==> config.mk <==
export PLATFORM = sky130hd
export DESIGN_NAME = fp_issue_sequencer
export DESIGN_NICKNAME = d
export VERILOG_FILES = /design/src/rtl/fp_issue_sequencer.sv
export SDC_FILE = /design/constraint.sdc
export NUM_CORES = 1
export LEC_CHECK = 0
export ABC_AREA = 1
export CORE_ASPECT_RATIO = 0.75
export CORE_MARGIN = 1.5
export CORE_UTILIZATION = 45
export CTS_BUF_LIST = sky130_fd_sc_hd__clkbuf_8
export CTS_CLUSTER_SIZE = 30
export DETAILED_ROUTE_END_ITERATION = 8
export DONT_BUFFER_PORTS = 1
export PLACE_DENSITY = 0.67
export SYNTH_ARGS = -nofsm -noshare
export SYNTH_HDL_FRONTEND = slang
export SYNTH_SLANG_ARGS = --single-unit
==> constraint.sdc <==
create_clock -name clk -period 1.49 [get_ports clk]
set_input_delay 0.149 -clock clk [delete_from_list [all_inputs] [get_ports clk]]
set_output_delay 0.149 -clock clk [all_outputs]
set_load 0.02 [all_outputs]
==> src/rtl/fp_issue_sequencer.sv <==
// Single-issue FP launch/writeback sequencer: IDLE -> RUN (latency count) -> WB (write-port arbitration).
// Optional macro FP_ISSUE_SEQ_DIV_EN enables FDIV (op 11); otherwise op 11 is flagged illegal and never issues.
module fp_issue_sequencer #(
   parameter int ADD_LAT = 2,
   parameter int MUL_LAT = 3,
   parameter int DIV_LAT = 12
) (
   input  logic       clk,
   input  logic       reset,
   input  logic       IsFpD,
   input  logic [1:0] FpOpD,
   input  logic [4:0] RdD,
   input  logic [4:0] Rs1D,
   input  logic [4:0] Rs2D,
   input  logic       FlushD,
   input  logic       StallDIn,
   input  logic       RegWriteW,
   output logic       FpStartE,
   output logic [1:0] FpOpE,
   output logic       FpBusy,
   output logic       StallF,
   output logic       StallD,
   output logic       FpRegWriteW,
   output logic [4:0] FpRdW,
   output logic       FpDoneW,
   output logic       FpIllegalD
);

   localparam int AM_LAT = (ADD_LAT > MUL_LAT) ? ADD_LAT : MUL_LAT;
`ifdef FP_ISSUE_SEQ_DIV_EN
   localparam int   MAX_LAT = (AM_LAT > DIV_LAT) ? AM_LAT : DIV_LAT;
   localparam logic DIV_OK  = 1'b1;
`else
   localparam int   MAX_LAT = AM_LAT;
   localparam logic DIV_OK  = 1'b0;
`endif
   localparam int CW          = $clog2(MAX_LAT) + 1;
   localparam int DIV_LAT_EFF = DIV_OK ? DIV_LAT : 1;

   typedef enum logic [1:0] {IDLE, RUN, WB} state_t;

   state_t        state_reg, state_next;
   logic [CW-1:0] cnt_reg, cnt_next;
   logic [4:0]    rdq_reg;
   logic [1:0]    op_reg;
   logic          start_reg;

   logic [CW-1:0] lat_tab [4];
   logic [3:0]    legal_tab;

   // Per-op load value (latency - 1) and legality, indexed directly by FpOpD.
   genvar gi;
   for (gi = 0; gi < 4; gi++) begin : g_op
      localparam int LAT = (gi < 2) ? ADD_LAT : ((gi == 2) ? MUL_LAT : DIV_LAT_EFF);
      assign lat_tab[gi]   = CW'(LAT - 1);
      assign legal_tab[gi] = (gi != 3) ? 1'b1 : DIV_OK;
   end

   logic live, dec_valid, issue, raw, stall, wb_free;

   assign live      = ~reset;
   assign dec_valid = ~FlushD;
   assign issue     = (state_reg == IDLE) & IsFpD & dec_valid & ~StallDIn & legal_tab[FpOpD];
   assign raw       = (rdq_reg != 5'd0) &
                      ((Rs1D == rdq_reg) | (Rs2D == rdq_reg) | (RdD == rdq_reg));
   // WB blocks every valid Decode instruction so the integer pipe drains and frees the write slot.
   assign stall     = live & dec_valid &
                      (((state_reg == RUN) & (IsFpD | raw)) | (state_reg == WB));
   assign wb_free   = (state_reg == WB) & ~RegWriteW;

   always_comb begin
      state_next = state_reg;
      cnt_next   = cnt_reg;
      case (state_reg)
         IDLE: begin
            if (issue) begin
               state_next = RUN;
               cnt_next   = lat_tab[FpOpD];
            end
         end
         RUN: begin
            if (cnt_reg == '0) state_next = WB;
            else               cnt_next   = cnt_reg - CW'(1);
         end
         WB: begin
            if (wb_free) state_next = IDLE;
         end
         default: state_next = IDLE;
      endcase
   end

   always_ff @(posedge clk) begin
      if (reset) begin
         state_reg <= IDLE;
         cnt_reg   <= '0;
         rdq_reg   <= '0;
         op_reg    <= '0;
         start_reg <= 1'b0;
      end else begin
         state_reg <= state_next;
         cnt_reg   <= cnt_next;
         start_reg <= issue;
         if (issue) begin
            op_reg  <= FpOpD;
            rdq_reg <= RdD;
         end
      end
   end

   assign FpBusy      = live & (state_reg != IDLE);
   assign FpStartE    = live & start_reg;
   assign FpOpE       = live ? op_reg : 2'b00;
   assign FpRdW       = live ? rdq_reg : 5'd0;
   assign StallF      = stall;
   assign StallD      = stall;
   assign FpDoneW     = live & wb_free;
   assign FpRegWriteW = live & wb_free & (rdq_reg != 5'd0);
`ifdef FP_ISSUE_SEQ_DIV_EN
   assign FpIllegalD  = 1'b0;
`else
   assign FpIllegalD  = live & (state_reg == IDLE) & IsFpD & dec_valid & (FpOpD == 2'b11);
`endif

endmodule

---- Word-level counts from Yosys, hierarchy flattened ----
Index checks and enable logic that the tools add are counted.
W data, S select, Z words.
storage, ports and cells
  flip-flop bits (word level) ............. 13
  bits of input ports ..................... 23
  logic and storage cells ................. 65
cells by class
  add/subtract/negate cells ............... 1
  magnitude comparators ................... 2
  eq/ne operators ......................... 10
  multiplexer cells ....................... 14
  bitwise logic cells ..................... 26
  reduce and logical (&&, ||, !) cells .... 7
operator list
  operator               number
  $and A1 B1 Y1          17
  $eq A5 B5 Y1           3
  $mux W3                4
  $mux W2                4
  $bmux W3 S2            1
  $ne A2 B2 Y1 const B   3
  $pmux W2 S3            1
  $pmux W3 S2            1
  $reduce_and A3 Y1      2
  $mux W5                1
  $reduce_bool A5 Y1     1
  $eq A2 B2 Y1 const B   2
  $not A1 Y1             4
  $or A1 B1 Y1           4
  $reduce_bool A2 Y1     2
  $ge A3 B3 Y1 const B   1
  $logic_not A3 Y1       1
  $lt A2 B3 Y1 const B   1
  $not A2 Y3             1
  $sub A3 B1 Y3 const B  1
  $bmux W1 S2            1
  $eq A2 B1 Y1 const B   1
  $logic_not A2 Y1       1
  $ne A2 B1 Y1 const B   1
  $mux W1                1

---- Longest topological paths before layout ----
Gate-level depths: netlist of run 1.
  depth in word-level cells ............... 8
  mapped depth ............................ 11
  depth with buffers taken out ............ 10

---- Least setup slack after synthesis of run 1 ----
No wires, ideal clock.
  kind .................................... reg2out
  start ................................... reg rdq_reg[0]
  end ..................................... out StallF
  arrival ................................. 1368 ps
  required time ........................... 1341 ps
  setup slack ............................. -27 ps
  cell stages (with the launch flop) ...... 12
  cell sequence ........................... dfxtp_1 -> inv_2 -> nand2_1 -> nand2_1 -> nor2_1 -> nand3_1 -> nand3_1 -> nand2_1 -> nand2_1 -> nand2_1 -> a21oi_2 -> buf_4
between the ends
  word-level cells in the longest chain between the ends .. 8
  elaborated cells on any way between the ends .. 11
  classes of those cells .................. 3 x eq/ne; 7 x bitwise; 1 x reduce/logical
RTL lines
  what                       RTL line  text
  start: declaration         44        logic [4:0] rdq_reg;
  start signal: assignment   105       rdq_reg <= RdD;
  $eq A5 B5 Y1               65        ((Rs1D == rdq_reg) | (Rs2D == rdq_reg) | (RdD == rdq_reg));
  $or A1 B1 Y1 (2 in a row)  65
  $and A1 B1 Y1 (*)          64        assign raw = (rdq_reg != 5'd0) &
  $or A1 B1 Y1 (*)           68        (((state_reg == RUN) & (IsFpD | raw)) | (state_reg == WB));
  $and A1 B1 Y1 (*)          68
  $or A1 B1 Y1 (*)           68
  $and A1 B1 Y1 (*)          67        assign stall = live & dec_valid &
  end: declaration           21        output logic StallF,
Mark *: on every way between the ends. The rest lies on a longest branch, timed or not.

---- Worst setup path after layout of run 1 ----
  start ................................... reg rdq_reg[2]
  end ..................................... out StallD
between the ends
  word-level cells in the longest chain between the ends .. 8
  elaborated cells on any way between the ends .. 11
  classes of those cells .................. 3 x eq/ne; 7 x bitwise; 1 x reduce/logical
RTL lines
  what                       RTL line  text
  $eq A5 B5 Y1               65
  $or A1 B1 Y1 (2 in a row)  65
  $and A1 B1 Y1 (*)          64
  $or A1 B1 Y1 (*)           68
  $and A1 B1 Y1 (*)          68
  $or A1 B1 Y1 (*)           68
  $and A1 B1 Y1 (*)          67
  end: declaration           22        output logic StallD,
Marked as above.

==> reports/qor.json, run 1 <==
{
  "finalWeightedCongestion": {"value": 0.756},
  "dieHeight": {"value": 42.7, "unit": "um"},
  "timing_hold_violations_final": {"value": 0},
  "postRouteAntennaNets": {"value": 0},
  "first_pass_grt_wire_length": {"value": 3760, "unit": "um"},
  "mappedNetlistNets": {"value": 175},
  "power.leakage": {"value": 0.586, "unit": "nW"},
  "design.die.area": {"value": 2390, "unit": "um2"},
  "num_cts_buffers": {"value": 3},
  "max_freq": {"value": 602, "unit": "MHz"},
  "worst_slew_margin_rel": {"value": 72.6, "unit": "%"},
  "synth_top_area_share": {"value": 27.5, "unit": "%"},
  "placementRows": {"value": 14},
  "synth-adder-area-share": {"value": 2.65, "unit": "%"},
  "syn-mean-instance-area": {"value": 6.30, "unit": "um2"},
  "largest_reg_flops": {"value": 5},
  "power_frac_seq": {"value": 43.3, "unit": "%"},
  "final_cell_mix": {"value": "sky130_fd_sc_hd__nand2_1 (42), sky130_fd_sc_hd__inv_1 (24), sky130_fd_sc_hd__nor2_1 (16), sky130_fd_sc_hd__buf_4 (12), sky130_fd_sc_hd__dfxtp_1 (8)"},
  "finish.utilization": {"value": 59.7, "unit": "%"},
  "final.setup.worst_slack": {"value": -0.171, "unit": "ns"},
  "max-vdd-ir-drop": {"value": 0.000508, "unit": "V"},
  "clock_insertion_delay_worst_skew": {"value": 0.25, "unit": "ns"},
  "final-setup-viol-count": {"value": 2},
  "antenna_found_initial": {"value": 0},
  "yosys.area_share.xor_xnor": {"value": 3.71, "unit": "%"},
  "timing.critical_path.required": {"value": 1.34, "unit": "ns"},
  "core_area": {"value": 2000, "unit": "um2"},
  "clkPwrFrac": {"value": 37.7, "unit": "%"},
  "cpPeakStageDelay": {"value": 0.36, "unit": "ns"},
  "num_vias": {"value": 936},
  "criticalPathCategory": {"value": "flip-flop to primary output"},
  "worst-slew-pin-transition": {"value": 0.410, "unit": "ns"},
  "path_cells": {"value": "buf_4 -> xnor2_2 -> nand3_1 -> nand3_1 -> nand2_1 -> nand2_1 -> nand2_2 -> a21oi_4 -> buf_6"},
  "intPower": {"value": 604, "unit": "uW"},
  "grt_pass1_vias": {"value": 884},
  "detailedRoute.firstPassIterationCount": {"value": 6},
  "synthCells": {"value": 150},
  "ys_ff_latch": {"value": 13},
  "cts_tree": {"value": "done"},
  "synthTopCellsByArea": {"value": "sky130_fd_sc_hd__dfxtp_1 (28%), sky130_fd_sc_hd__nand2_1 (18%), sky130_fd_sc_hd__inv_1 (9.1%), sky130_fd_sc_hd__nor2_1 (7.9%), sky130_fd_sc_hd__o22ai_2 (4.0%)"},
  "met2_length": {"value": 1010, "unit": "um"},
  "post_route_cells_drive_above_1_share": {"value": 31.1, "unit": "%"},
  "outcome": {"value": "finished with violations"},
  "highest-signal-layer": {"value": "met4"},
  "power_frac_comb": {"value": 19.1, "unit": "%"},
  "yosysSeqAreaShare": {"value": 27.5, "unit": "%"},
  "netlist-cell-type-count": {"value": 27},
  "failed_checks": {"value": "setup timing"},
  "final_clock_skew": {"value": 0.000283, "unit": "ns"},
  "final_common_cell": {"value": "sky130_fd_sc_hd__nand2_1"},
  "ctsRootBufferMaster": {"value": "sky130_fd_sc_hd__clkbuf_8"},
  "slowest_stage": {"value": "sky130_fd_sc_hd__dfxtp_4"},
  "io_buffer_count": {"value": 0},
  "io-pin-count": {"value": 37},
  "layout.cell_area.non_filler": {"value": 1190, "unit": "um2"},
  "clk_path_buf_depth": {"value": 2},
  "routed-wl-met3": {"value": 228, "unit": "um"},
  "route.detailed.vias_per_inst": {"value": 4.90},
  "finish.net_count": {"value": 193},
  "fraction_of_the_mapped_netlist_area_in_simple_logic_gates": {"value": 39.9, "unit": "%"},
  "cp.buffers_inverters": {"value": 2},
  "max_cap_viol_count": {"value": 0},
  "synthToLayoutAreaGrowth": {"value": 26.2, "unit": "%"},
  "die_width": {"value": 55.9, "unit": "um"},
  "p_sw": {"value": 240, "unit": "uW"},
  "clk_transition_reported_paths": {"value": 0.05, "unit": "ns"},
  "synth-compound-area-share": {"value": 13.0, "unit": "%"},
  "combinational_family_with_the_most_area_after_synthesis": {"value": "simple AND/OR/NAND/NOR gates"},
  "tritoncts_num_sinks": {"value": 13},
  "critical_path.endpoint_type": {"value": "primary output"},
  "netSwitchingFraction": {"value": 28.4, "unit": "%"},
  "maxSlewViolCount": {"value": 0},
  "rsz0062_at_grt": {"value": "true"},
  "totalPowerFinal": {"value": 844, "unit": "uW"},
  "cp_max_fo": {"value": 4},
  "n_antenna_cell": {"value": 0},
  "startpoint_type": {"value": "flip-flop"},
  "met1_wire_length": {"value": 1030, "unit": "um"},
  "synth.yosys.warnings": {"value": 0},
  "cts_htree_levels": {"value": 1},
  "post_drt_wl_per_cell": {"value": 12.1, "unit": "um"},
  "grt_util_all_layers": {"value": 20.7, "unit": "%"},
  "dr.first_iter.drc_count": {"value": 25},
  "final_min_period": {"value": 1.66, "unit": "ns"},
  "synth.area.mux_share": {"value": 0, "unit": "%"},
  "post_route_drc_violation_count": {"value": 0},
  "cp_top_family": {"value": "flip-flops"},
  "power_density": {"value": 708, "unit": "nW/um2"},
  "area_after_dpl": {"value": 1040, "unit": "um2"},
  "grt_max_degree": {"value": 14},
  "overflow": {"value": 0},
  "post_synth_instance_area": {"value": 945, "unit": "um2"},
  "timing.hold.worst.class": {"value": "input port to flip-flop"},
  "final.period_utilization": {"value": 112, "unit": "%"},
  "place.detailed.hpwl": {"value": 1730, "unit": "um"},
  "drt_wl_total": {"value": 2310, "unit": "um"},
  "initial_utilization": {"value": 47.3, "unit": "%"},
  "synthDominantAreaCellType": {"value": "sky130_fd_sc_hd__dfxtp_1"},
  "critical_path_arrival": {"value": 1.51, "unit": "ns"}
}
==> power by group through the flow <==
stage	logic (mW)	clock network, mW	registers [mW]
finish	0.161	0.318	0.365
global route	0.180	0.340	0.366
CTS	0.153	0.322	0.367
detailed placement	0.140	0	0.378
global placement	0.137	0	0.377
floorplan	0.117	0	0.375
==> logic make-up after synthesis <==
logic type	Yosys count
buffers and inverters	32
adder cells (fa/ha/maj)	2
AND/OR/NAND/NOR	82
XOR/XNOR	4
flip-flops	13
AO/OA/AOI/OAI	17
==> through the flow <==
| stage | hold slack, ns | TNS, ns | worst slack, ns | instances |
|---|---|---|---|---|
| final | 0.0175 | -0.340 | -0.171 | 191 |
| after global routing | 0.0209 | -0.603 | -0.304 | 191 |
| after CTS | 0.0144 | -0.430 | -0.217 | 191 |
| after detailed placement | 0.225 | -0.0696 | -0.0368 | 181 |
| after global placement | 0.221 | -0.0802 | -0.0421 | 181 |
| after floorplan | 0.218 | -0.00337 | -0.00337 | 150 |
==> per-layer routing <==
metal / GRT usage (%) / vias up
met4: 10.0 / 0
li1: - / 493
met1: 24.8 / 404
met3: 7.93 / 4
met5: 0 / -
met2: 33.1 / 35
==> area by class of cell <==
type	count	area (um2)
flip-flops and latches	13	279
inverters	30	119
fillers	194	805
multi-input cells	105	597
repair buffers	15	123
clock buffers	3	41.3
well taps	24	30.0
clock inverters	1	3.75
==> final timing paths <==
path / endpoint / depth (start not counted) / from / slack, ns
max: StallD / 9 / rdq_reg[2] / -0.17
min: op_reg[0] / 2 / FpOpD[0] / 0.02
max reg2reg: cnt_reg[0] / 7 / cnt_reg[0] / 0.18
min reg2reg: cnt_reg[2] / 2 / cnt_reg[2] / 0.47
==> cells in the mapped netlist, drive strengths merged <==
master and count:
buf 1, dfxtp 13, o21ai 6, o22ai 4
nand2 48, a211oi 1, nor3 4, clkbuf 1
xnor2 3, a21oi 6, nor2 22, xor2 1
nand3 7, ha 2, inv 29, clkinv 1
or2 1
==> timing repair <==
item	in CTS	in global routing
endpoints found under the setup margin	2	4
pin swaps	9	8
gates cloned	0	0
setup buffers	5	0
hold endpoints to repair	4	0
resized for setup	13	10
hold buffers	1	0
No activity file was read; power rests on OpenSTA's default activity.
==> run 2, diff against run 1 <==
--- a/config.mk
+++ b/config.mk
@@ -6,14 +6,13 @@
 export NUM_CORES = 1
 export LEC_CHECK = 0
 export ABC_AREA = 1
-export CORE_ASPECT_RATIO = 0.75
 export CORE_MARGIN = 1.5
-export CORE_UTILIZATION = 45
+export CORE_UTILIZATION = 60
 export CTS_BUF_LIST = sky130_fd_sc_hd__clkbuf_8
 export CTS_CLUSTER_SIZE = 30
 export DETAILED_ROUTE_END_ITERATION = 8
 export DONT_BUFFER_PORTS = 1
-export PLACE_DENSITY = 0.67
+export PLACE_DENSITY = 0.83
 export SYNTH_ARGS = -nofsm -noshare
 export SYNTH_HDL_FRONTEND = slang
 export SYNTH_SLANG_ARGS = --single-unit
==> run 2 against run 1 <==
Net effect: count of clock-buffer cells in the layout is the same; the run still ends with setup timing left; first-iteration DRC count grew 12%; via count rose by 1.6%; critical path type unchanged; critical endpoint is now StallF; highest routed layer unchanged; largest power group unchanged; sequential cell count is the same.
==> reports/qor.json, run 2 (same netlist as run 1, synthesis figures left out) <==
{
  "layout.cell_area.non_filler": {"value": 1160, "unit": "um2", "change": "-3.0%"},
  "placementRows": {"value": 14, "change": "unchanged"},
  "grt_util_all_layers": {"value": 25.1, "unit": "%", "change": "+4.3 points"},
  "initial_utilization": {"value": 63.4, "unit": "%", "change": "+16 points"},
  "io-pin-count": {"value": 37, "change": "unchanged"},
  "critical_path.endpoint_type": {"value": "primary output"},
  "worst_hold_path.endpoint": {"value": "rdq_reg[4]"},
  "grt_pass1_vias": {"value": 874, "change": "-1.1%"},
  "grt_max_degree": {"value": 14, "change": "unchanged"},
  "clk_transition_reported_paths": {"value": 0.05, "unit": "ns", "change": "about the same"},
  "finish.net_count": {"value": 188, "change": "-2.6%"},
  "met2_length": {"value": 1090, "unit": "um", "change": "+8.0%"},
  "dr.first_iter.drc_count": {"value": 28, "change": "+12%"},
  "power_density": {"value": 717, "unit": "nW/um2", "change": "+1.3%"},
  "highest-signal-layer": {"value": "met4"},
  "max_cap_viol_count": {"value": 0, "change": "unchanged"},
  "failed_checks": {"value": "setup timing"},
  "worst_slew_margin_rel": {"value": 73.3, "unit": "%", "change": "+0.73 points"},
  "num_vias": {"value": 951, "change": "+1.6%"},
  "detailedRoute.firstPassIterationCount": {"value": 4, "change": "-2"},
  "post_route_cells_drive_above_1_share": {"value": 32.1, "unit": "%", "change": "+0.96 points"},
  "timing_hold_violations_final": {"value": 0, "change": "unchanged"},
  "io_buffer_count": {"value": 0, "change": "unchanged"},
  "place.detailed.hpwl": {"value": 1570, "unit": "um", "change": "-9.2%"},
  "timing.hold.worst.class": {"value": "input port to flip-flop"},
  "power.leakage": {"value": 0.560, "unit": "nW", "change": "-4.4%"},
  "final_min_period": {"value": 1.68, "unit": "ns", "change": "+0.0152 ns"},
  "post_drt_wl_per_cell": {"value": 12.5, "unit": "um", "change": "+3.3%"},
  "startpoint_type": {"value": "flip-flop"},
  "largest_reg_flops": {"value": 5, "change": "unchanged"},
  "finalWeightedCongestion": {"value": 0.839, "change": "+11%"},
  "final_clock_skew": {"value": 0.00301, "unit": "ns", "change": "+0.00273 ns"},
  "outcome": {"value": "finished with violations"},
  "final.setup.worst_slack": {"value": -0.187, "unit": "ns", "change": "-0.0152 ns"},
  "overflow": {"value": 0, "change": "unchanged"},
  "final_common_cell": {"value": "sky130_fd_sc_hd__nand2_1"},
  "cts_htree_levels": {"value": 1, "change": "unchanged"},
  "postRouteAntennaNets": {"value": 0, "change": "unchanged"},
  "timing.critical_path.required": {"value": 1.34, "unit": "ns", "change": "about the same"},
  "final.period_utilization": {"value": 113, "unit": "%", "change": "+1.0 points"},
  "cp_max_fo": {"value": 6, "change": "+2"},
  "core_area": {"value": 1490, "unit": "um2", "change": "-25%"},
  "finish.utilization": {"value": 77.6, "unit": "%", "change": "+18 points"},
  "routed-wl-met3": {"value": 147, "unit": "um", "change": "-36%"},
  "first_pass_grt_wire_length": {"value": 3530, "unit": "um", "change": "-6.3%"},
  "hold_start": {"value": "RdD[4]"},
  "tritoncts_num_sinks": {"value": 13, "change": "unchanged"},
  "antenna_found_initial": {"value": 0, "change": "unchanged"},
  "criticalPathCategory": {"value": "flip-flop to primary output"},
  "maxSlewViolCount": {"value": 0, "change": "unchanged"},
  "r2r-end": {"value": "cnt_reg[0]"},
  "design.die.area": {"value": 1820, "unit": "um2", "change": "-24%"},
  "post_route_drc_violation_count": {"value": 0, "change": "unchanged"},
  "route.detailed.vias_per_inst": {"value": 5.34, "change": "+9.0%"},
  "length_in_cells_of_the_worst_reg_to_reg_path": {"value": 7, "change": "unchanged"},
  "clock_insertion_delay_worst_skew": {"value": 0.24, "unit": "ns", "change": "about the same"},
  "n_antenna_cell": {"value": 0, "change": "unchanged"},
  "reg2reg_setup_slack": {"value": 0.21, "unit": "ns", "change": "+0.03 ns"},
  "num_cts_buffers": {"value": 3, "change": "unchanged"},
  "worst-slew-pin-transition": {"value": 0.399, "unit": "ns", "change": "-0.0109 ns"},
  "regToRegStartpoint": {"value": "cnt_reg[0]"},
  "setup.worst_path.start": {"value": "rdq_reg[3]"},
  "critical_path_arrival": {"value": 1.53, "unit": "ns", "change": "+0.02 ns"},
  "final-setup-viol-count": {"value": 2, "change": "unchanged"},
  "max-vdd-ir-drop": {"value": 0.000721, "unit": "V", "change": "+42%"},
  "timing.setup.tns": {"value": -0.373, "unit": "ns", "change": "-0.0336 ns"},
  "max_freq": {"value": 596, "unit": "MHz", "change": "-0.91%"},
  "drt_wl_total": {"value": 2220, "unit": "um", "change": "-3.7%"},
  "final_cell_mix": {"value": "sky130_fd_sc_hd__nand2_1 (35), sky130_fd_sc_hd__inv_1 (24), sky130_fd_sc_hd__nor2_1 (18), sky130_fd_sc_hd__nand2_2 (11)"},
  "die_width": {"value": 42.7, "unit": "um", "change": "-24%"},
  "dieHeight": {"value": 42.7, "unit": "um", "change": "unchanged"},
  "synthToLayoutAreaGrowth": {"value": 22.4, "unit": "%"},
  "rsz0062_at_grt": {"value": "true"},
  "ctsRootBufferMaster": {"value": "sky130_fd_sc_hd__clkbuf_8"},
  "dp_cells": {"value": 168, "change": "-7.2%"},
  "area_after_dpl": {"value": 991, "unit": "um2", "change": "-4.6%"},
  "clk_path_buf_depth": {"value": 2, "change": "unchanged"},
  "min_delay_path_depth": {"value": 2, "change": "unchanged"},
  "instances_no_fill": {"value": 178, "change": "-6.8%"},
  "met1_wire_length": {"value": 962, "unit": "um", "change": "-6.2%"},
  "cts_tree": {"value": "done"}
}
==> run 2: layout make-up <==
class	count	area (um2)
inverters	30	124
repair buffers	10	81.3
flip-flops and latches	13	277
well taps	16	20.0
fillers	118	333
multi-input cells	105	609
clock inverters	1	3.75
clock buffers	3	41.3
==> run 2: what timing repair did <==
action	CTS	global route
gates resized for setup	15	13
hold buffers	1	0
setup endpoints to repair	2	4
endpoints found under the hold margin	4	0
pin swaps	10	12
buffers inserted	3	2
==> run 2: routing by layer <==
| layer | vias to the layer above | track usage, % |
|---|---|---|
| met5 | - | 0 |
| met4 | 0 | 6.88 |
| met3 | 5 | 4.26 |
| met2 | 33 | 44.5 |
| met1 | 428 | 30.8 |
| li1 | 485 | - |
==> run 2: worst max-delay path by stage <==
stage | to | cells past startpoint
floorplan | FpRegWriteW | 6
global placement | StallD | 10
detailed placement | StallF | 10
CTS | StallF | 10
global route | StallF | 10
finish | StallF | 10
==> run 2: stage by stage <==
stage / hold WS, ns / total power, mW / worst slack (ns)
2_1_floorplan: 0.218 / 0.492 / -0.00337
3_3_place_gp: 0.220 / 0.508 / -0.00651
3_5_place_dp: 0.225 / 0.512 / -0.0404
4_1_cts: 0.0312 / 0.818 / -0.196
5_1_grt: 0.0370 / 0.867 / -0.270
6_report: 0.0303 / 0.829 / -0.187
==> run 2: worst max-delay path, stage by stage, from the launching register on <==
cell and delay (ns):
sky130_fd_sc_hd__dfxtp_4 0.38, sky130_fd_sc_hd__inv_6 0.05, sky130_fd_sc_hd__nand2_2 0.06, sky130_fd_sc_hd__nand2_2 0.05, sky130_fd_sc_hd__nor2_2 0.10, sky130_fd_sc_hd__nand3_1 0.07, sky130_fd_sc_hd__nand3_1 0.08, sky130_fd_sc_hd__nand2_1 0.06
sky130_fd_sc_hd__nand2_1 0.07, sky130_fd_sc_hd__nand2_2 0.07, sky130_fd_sc_hd__a21oi_4 0.29
==> run 2: report_power, final <==
part / switching, mW / leakage [nW] / internal [mW]
clock network: 0.119 / 0.0269 / 0.181
registers: 0.0107 / 0.109 / 0.356
logic: 0.0959 / 0.424 / 0.0656
==> run 3, diff against run 2 <==
--- a/config.mk
+++ b/config.mk
@@ -6,6 +6,7 @@
 export NUM_CORES = 1
 export LEC_CHECK = 0
 export ABC_AREA = 1
+export ABC_CLOCK_PERIOD_IN_PS = 1490
 export CORE_MARGIN = 1.5
 export CORE_UTILIZATION = 60
 export CTS_BUF_LIST = sky130_fd_sc_hd__clkbuf_8
==> results of run 3 <==
The final DEF is identical to that of run 2; final timing and power are the same.
